===== src/rtl/exception_unit.sv =====
// exception_unit: commit-stage trap controller feeding the CSR file.
// Collects exception flags, synchronised interrupts and MRET from the
// commit stage. It picks one event, drives the CSR trap-write inputs,
// then sequences a pipeline flush and a fetch redirect handshake.
module exception_unit #(
   parameter int XLEN = 32
) (
   input  logic            clk_i,
   input  logic            rst_i,
   input  logic            valid_i,
   input  logic [XLEN-1:0] pc_i,
   input  logic [31:0]     inst_i,
   input  logic [XLEN-1:0] mem_addr_i,
   input  logic            e_inst_misaligned_i,
   input  logic            e_inst_access_i,
   input  logic            e_illegal_inst_i,
   input  logic            e_illegal_inst_csr_i,
   input  logic            e_breakpoint_i,
   input  logic            e_ecall_i,
   input  logic            e_load_misaligned_i,
   input  logic            e_load_access_i,
   input  logic            e_store_misaligned_i,
   input  logic            e_store_access_i,
   input  logic            is_mret_i,
   input  logic            mstatus_mie_i,
   input  logic [XLEN-1:0] mie_i,
   input  logic            ext_int_i,
   input  logic            timer_int_i,
   input  logic            soft_int_i,
   input  logic            redirect_ack_i,
   output logic            we_exc_o,
   output logic [XLEN-1:0] mcause_d_o,
   output logic [XLEN-1:0] mepc_d_o,
   output logic [XLEN-1:0] mtval_d_o,
   output logic [XLEN-1:0] mip_d_o,
   output logic            is_int_o,
   output logic            sel_exc_nret_o,
   output logic            flush_o,
   output logic            redirect_o,
   output logic            stall_o
);

   localparam logic [1:0] IDLE     = 2'd0;
   localparam logic [1:0] TRAP     = 2'd1;
   localparam logic [1:0] REDIRECT = 2'd2;

   // Interrupt line order in the synchroniser vectors: {ext, timer, soft}
   logic [2:0]      sync1_q, sync2_q;
   logic [1:0]      state_q, state_d;
   logic [XLEN-1:0] cause_q, cause_d;
   logic [XLEN-1:0] epc_q, epc_d;
   logic [XLEN-1:0] tval_q, tval_d;
   logic            isInt_q, isInt_d;
   logic            mret_q, mret_d;
   logic            redirFirst_q, redirFirst_d;

   logic [XLEN-1:0] mipVal;
   logic [XLEN-1:0] pend;
   logic            intAny;
   logic            excAny;
   logic [XLEN-1:0] intCause;
   logic [XLEN-1:0] excCause;
   logic [XLEN-1:0] excTval;

   // Two-flop synchronisers bring the asynchronous interrupt lines into clk_i
   always_ff @(posedge clk_i) begin
      if (rst_i) begin
         sync1_q <= 3'b000;
         sync2_q <= 3'b000;
      end else begin
         sync1_q <= {ext_int_i, timer_int_i, soft_int_i};
         sync2_q <= sync1_q;
      end
   end

   // Build mip from the synchronised lines and work out the interrupt cause
   always_comb begin
      mipVal     = '0;
      mipVal[11] = sync2_q[2];
      mipVal[7]  = sync2_q[1];
      mipVal[3]  = sync2_q[0];
      pend       = mipVal & mie_i & {XLEN{mstatus_mie_i}};
      intAny     = |pend;
      intCause   = '0;
      intCause[XLEN-1] = 1'b1;
      if (pend[11])
         intCause[3:0] = 4'd11;
      else if (pend[3])
         intCause[3:0] = 4'd3;
      else
         intCause[3:0] = 4'd7;
   end

   // Pick the highest-priority exception and the matching trap value
   always_comb begin
      excAny   = e_inst_access_i | e_illegal_inst_i | e_illegal_inst_csr_i |
                 e_inst_misaligned_i | e_breakpoint_i | e_ecall_i |
                 e_store_misaligned_i | e_load_misaligned_i |
                 e_store_access_i | e_load_access_i;
      excCause = '0;
      excTval  = '0;
      if (e_inst_access_i) begin
         excCause[4:0] = 5'd1;
         excTval       = pc_i;
      end else if (e_illegal_inst_i || e_illegal_inst_csr_i) begin
         excCause[4:0] = 5'd2;
         excTval[31:0] = inst_i;
      end else if (e_inst_misaligned_i) begin
         excCause[4:0] = 5'd0;
         excTval       = pc_i;
      end else if (e_breakpoint_i) begin
         excCause[4:0] = 5'd3;
         excTval       = pc_i;
      end else if (e_ecall_i) begin
         excCause[4:0] = 5'd11;
      end else if (e_store_misaligned_i) begin
         excCause[4:0] = 5'd6;
         excTval       = mem_addr_i;
      end else if (e_load_misaligned_i) begin
         excCause[4:0] = 5'd4;
         excTval       = mem_addr_i;
      end else if (e_store_access_i) begin
         excCause[4:0] = 5'd7;
         excTval       = mem_addr_i;
      end else if (e_load_access_i) begin
         excCause[4:0] = 5'd5;
         excTval       = mem_addr_i;
      end
   end

   // Trap sequencer: accept one event in IDLE, write CSRs, then redirect fetch
   always_comb begin
      state_d      = state_q;
      cause_d      = cause_q;
      epc_d        = epc_q;
      tval_d       = tval_q;
      isInt_d      = isInt_q;
      mret_d       = mret_q;
      redirFirst_d = 1'b0;
      case (state_q)
         IDLE: begin
            if (valid_i && (intAny || excAny || is_mret_i)) begin
               epc_d = pc_i;
               if (intAny) begin
                  cause_d = intCause;
                  tval_d  = '0;
                  isInt_d = 1'b1;
                  mret_d  = 1'b0;
                  state_d = TRAP;
               end else if (excAny) begin
                  cause_d = excCause;
                  tval_d  = excTval;
                  isInt_d = 1'b0;
                  mret_d  = 1'b0;
                  state_d = TRAP;
               end else begin
                  cause_d      = '0;
                  tval_d       = '0;
                  isInt_d      = 1'b0;
                  mret_d       = 1'b1;
                  redirFirst_d = 1'b1;
                  state_d      = REDIRECT;
               end
            end
         end
         TRAP: begin
            redirFirst_d = 1'b1;
            state_d      = REDIRECT;
         end
         REDIRECT: begin
            if (redirect_ack_i)
               state_d = IDLE;
         end
         default: state_d = IDLE;
      endcase
   end

   // State and latched trap information registers
   always_ff @(posedge clk_i) begin
      if (rst_i) begin
         state_q      <= IDLE;
         cause_q      <= '0;
         epc_q        <= '0;
         tval_q       <= '0;
         isInt_q      <= 1'b0;
         mret_q       <= 1'b0;
         redirFirst_q <= 1'b0;
      end else begin
         state_q      <= state_d;
         cause_q      <= cause_d;
         epc_q        <= epc_d;
         tval_q       <= tval_d;
         isInt_q      <= isInt_d;
         mret_q       <= mret_d;
         redirFirst_q <= redirFirst_d;
      end
   end

   // Outputs decoded from the current state; CSR data always shows latched values
   always_comb begin
      we_exc_o       = (state_q == TRAP);
      is_int_o       = (state_q == TRAP) && isInt_q;
      redirect_o     = (state_q == REDIRECT);
      sel_exc_nret_o = (state_q == REDIRECT) && mret_q;
      flush_o        = (state_q == TRAP) ||
                       ((state_q == REDIRECT) && mret_q && redirFirst_q);
      stall_o        = (state_q == TRAP) || (state_q == REDIRECT);
      mcause_d_o     = cause_q;
      mepc_d_o       = epc_q;
      mtval_d_o      = tval_q;
      mip_d_o        = mipVal;
   end

endmodule


===== config.mk =====
export PLATFORM = sky130hd
export DESIGN_NAME = exception_unit
export DESIGN_NICKNAME = d
export VERILOG_FILES = /design/src/rtl/exception_unit.sv
export SDC_FILE = /design/constraint.sdc
export NUM_CORES = 1
export LEC_CHECK = 0
export BUFFER_PORTS_ARGS = -buffer_cell sky130_fd_sc_hd__buf_2
export CAP_MARGIN = 20
export CORE_ASPECT_RATIO = 0.5
export CORE_MARGIN = 4
export CORE_UTILIZATION = 40
export CTS_BUF_LIST = sky130_fd_sc_hd__clkbuf_4 sky130_fd_sc_hd__clkbuf_8 sky130_fd_sc_hd__clkbuf_16
export DETAILED_ROUTE_END_ITERATION = 10
export PLACE_DENSITY_LB_ADDON = 0.2
export SLEW_MARGIN = 30
export SYNTH_ARGS = -nofsm -noshare
export SYNTH_HDL_FRONTEND = slang
export SYNTH_SLANG_ARGS = --single-unit

===== constraint.sdc =====
create_clock -name clk_i -period 2.77 [get_ports clk_i]
set_clock_uncertainty 0.15 [all_clocks]
set_input_delay 0.831 -clock clk_i [delete_from_list [all_inputs] [get_ports clk_i]]
set_output_delay 0.831 -clock clk_i [all_outputs]
set_load 0.005 [all_outputs]

==> impl_metrics.ini <==
[sta]
final_period_minus_worst_setup_slack_ns = 2.40
final.setup.tns_ns = 0
worst_slew_pin_slew_ns = 0.827
slew_viol_final = 0
rsz_0062_raised_after_global_routing = false
report.final.setup_viol = 0
finalHoldWorstSlack_ns = 0.288
period_share_pct = 86.7
max_freq_mhz = 416
slew_headroom_pct = 44.8
hold_viol = 0

[run]
drv.max_cap_violation_count = 0

[placed_design]
post_detailed_placement_half_perimeter_wirelength_mm = 10.4
buffer_ports.inserted = 195
postPlaceCellArea_sq_mm = 0.00535
dp.cells = 915
gp_routability_congestion = 0.827

[detailed_routing]
ant_nets = 0
drt_pass1_iterations = 4
avgRoutedWirePerCell_microns = 15.6
detail_route.vias_per_cell = 5.05
routed_wl_mm = 14.5
dr.first_iter.drc_count = 234
num_vias = 4700
post-route-drc-count = 0

[clock_tree]
clock_path_buffers = 2
numCtsBuffers = 9
post-cts-setup-buffers = 0
tritoncts = done
cts.root.buffer_cell = sky130_fd_sc_hd__clkbuf_16
worst_skew_pair_later_pin_latency_ns = 0.32
maximum_level_of_the_cts_h_tree = 3
cts.clk_slew.worst_paths_ns = 0.06
cts_resized = 0
clock_sinks = 79
cts_hold_buffers = 0

[critical_path]
critPathMaxFanout = 74
critPathArrivalTime_ns = 2.46
worst-endpoint-required_ns = 2.83
cp-end-kind = flop
setup.worst_path.class = in -> reg
cp_cell_sequence = buf_2 -> nor4_2 -> nand3_2 -> o31ai_4 -> buf_12 -> nand3b_1 -> o41ai_1
worst_path_max_delay_cell = sky130_fd_sc_hd__nor4_2
worst_path_largest_cell_delay_ns = 0.40
critPathLaunchType = input pin

[floorplanning]
die_x_microns = 157
fp-row-count = 26
fp.coreArea_sq_mm = 0.0105
io_pins = 281
die_height_microns = 82.7
initial_utilization_pct = 42.4
fp.dieArea_sq_mm = 0.0130

[grt]
first_global_vias = 4411
number_of_antenna_violations_at_the_first_check_in_global_routing = 0
busiest_layer = met2
grtUsageMet3_pct = 4.79
met2_routing_resource_usage_after_global_routing_pct = 36.7
grt_pass1_wl_mm = 22.2
grt_start_max_net_pins = 75
met1_usage_pct = 27.4
track_usage_pct = 21.4
grt_overflow_total = 0

[final_layout]
final_cell_count_no_fill = 930
antenna-diode-count = 0
most_frequent_cells_in_the_layout = 195 x sky130_fd_sc_hd__buf_2, 134 x sky130_fd_sc_hd__nand2_1, 79 x sky130_fd_sc_hd__dfxtp_1
layout.cells.most_common = sky130_fd_sc_hd__buf_2
nNetsFinal = 936
layout.cell_area.non_filler_sq_mm = 0.00567
syn_to_final_growth_pct = 26.8
layout-drive-gt1-share_pct = 29.7

[pwr]
p_leak_nw = 2.72
pwr_density_cell_mw_per_mm2 = 582
totalPowerFinal_mw = 3.30
worst_supply_voltage_drop_on_vdd_uv = 280

[yosys]
synth_largest_area_cell = sky130_fd_sc_hd__dfxtp_1
netlist_top_cells_area = sky130_fd_sc_hd__dfxtp_1 35%, sky130_fd_sc_hd__nand2_1 11%, sky130_fd_sc_hd__buf_4 10%
synth_enable_flop_cells = 0
async_reset_ff_share_pct = 0
synth.yosys.seq_area_share_pct = 35.4
synth.distinct_cells = 38
yosysTopAreaCellShare_pct = 35.4
avgSynthCellArea_sq_um = 7.24
ys_warn_count = 0
synth_area_sq_mm = 0.00447
ys_seq_elements = 79
post_synth_inst_count = 617
synth_top_flop_cell = sky130_fd_sc_hd__dfxtp_1

[hold_path]
worst_min_path_class = reg -> reg

[outcome]
outcome = completed
-- cells in the mapped netlist (2+ instances only) --
master,n
sky130_fd_sc_hd__buf_2,11
sky130_fd_sc_hd__a31oi_1,34
sky130_fd_sc_hd__nor3_1,4
sky130_fd_sc_hd__inv_1,4
sky130_fd_sc_hd__buf_1,3
sky130_fd_sc_hd__dfxtp_1,79
sky130_fd_sc_hd__o21ai_0,4
sky130_fd_sc_hd__buf_4,61
sky130_fd_sc_hd__nand3b_1,32
sky130_fd_sc_hd__nor2b_1,6
sky130_fd_sc_hd__a21oi_1,69
sky130_fd_sc_hd__and2_1,3
sky130_fd_sc_hd__nor4_1,2
sky130_fd_sc_hd__o41ai_1,32
sky130_fd_sc_hd__nand2_1,134
sky130_fd_sc_hd__a21o_1,4
sky130_fd_sc_hd__clkbuf_1,33
sky130_fd_sc_hd__nor2_1,79
sky130_fd_sc_hd__a211oi_1,2
sky130_fd_sc_hd__ha_1,3
-- metrics by stage --
stage	setup WS [ns]	utilization, %
6_report	0.368	53.8
5_1_grt	0.175	53.8
4_1_cts	0.357	53.8
3_5_place_dp	0.0388	50.7
3_3_place_gp	0.0704	50.7
2_1_floorplan	0.374	-
-- logic make-up (layout without fill, tap and decap cells) --
| logic type | count (synthesis) | in the layout | share of synthesized area (%) |
|---|---|---|---|
| DFF | 79 | 79 | 35.4 |
| adders and majority gates | 3 | 3 | 0.840 |
| AOI/OAI and AO/OA | 152 | 152 | 21.6 |
| buffers and inverters | 113 | 231 | 15.1 |
| and+or+nand+nor | 269 | 269 | 27.0 |
| other | 1 | 56 | 0.0839 |
-- registers in the layout, summed over array words and instances (netlist names) --
register,flops
mtval_d_o,32
redirFirst_q,1
sync2_q,3
mcause_d_o,5
mret_q,1
sync1_q,3
mepc_d_o,32
state_q,2
-- critical path, delay by kind of cell --
kind / cells / cell delay [ns]
compound gates: 2 / 0.41
buf+inv: 2 / 0.45
simple gates: 3 / 0.74
-- worst paths after layout --
check                               endpoint  depth (start not counted)                  start  slack (ns)
setup / recovery  mtval_d_o[15]$_SDFFE_PP0P_                          7   e_store_misaligned_i        0.37
setup reg to reg  mtval_d_o[15]$_SDFFE_PP0P_                          6  sync2_q[0]$_SDFF_PP0_        0.79
hold / removal         sync2_q[2]$_SDFF_PP0_                          1  sync1_q[2]$_SDFF_PP0_        0.29
hold reg to reg        sync2_q[2]$_SDFF_PP0_                          1  sync1_q[2]$_SDFF_PP0_        0.29
-- cell type report --
cell class / instances / area [sq um]
clock inverter: 4 / 70.1
clock buffer: 11 / 246
fill: 1066 / 4870
tap: 140 / 175
timing repair buffer: 212 / 1140
sequential: 79 / 1580
multi-input combinational: 480 / 2440
inverter: 4 / 15.0
-- power by group --
| part | internal (mW) | switching [mW] |
|---|---|---|
| Clock | 0.816 | 0.451 |
| Sequential | 1.24 | 0.0504 |
| Combinational | 0.298 | 0.440 |
| Total | 2.36 | 0.942 |
-- routing by layer --
metal  up-vias  share of wire (%)
li1       2349                  -
met4         0                1.4
met1      2166                 44
met3        17                6.6
met5         -                  0
met2       168                 48
Power figures use the tool's default switching activity.
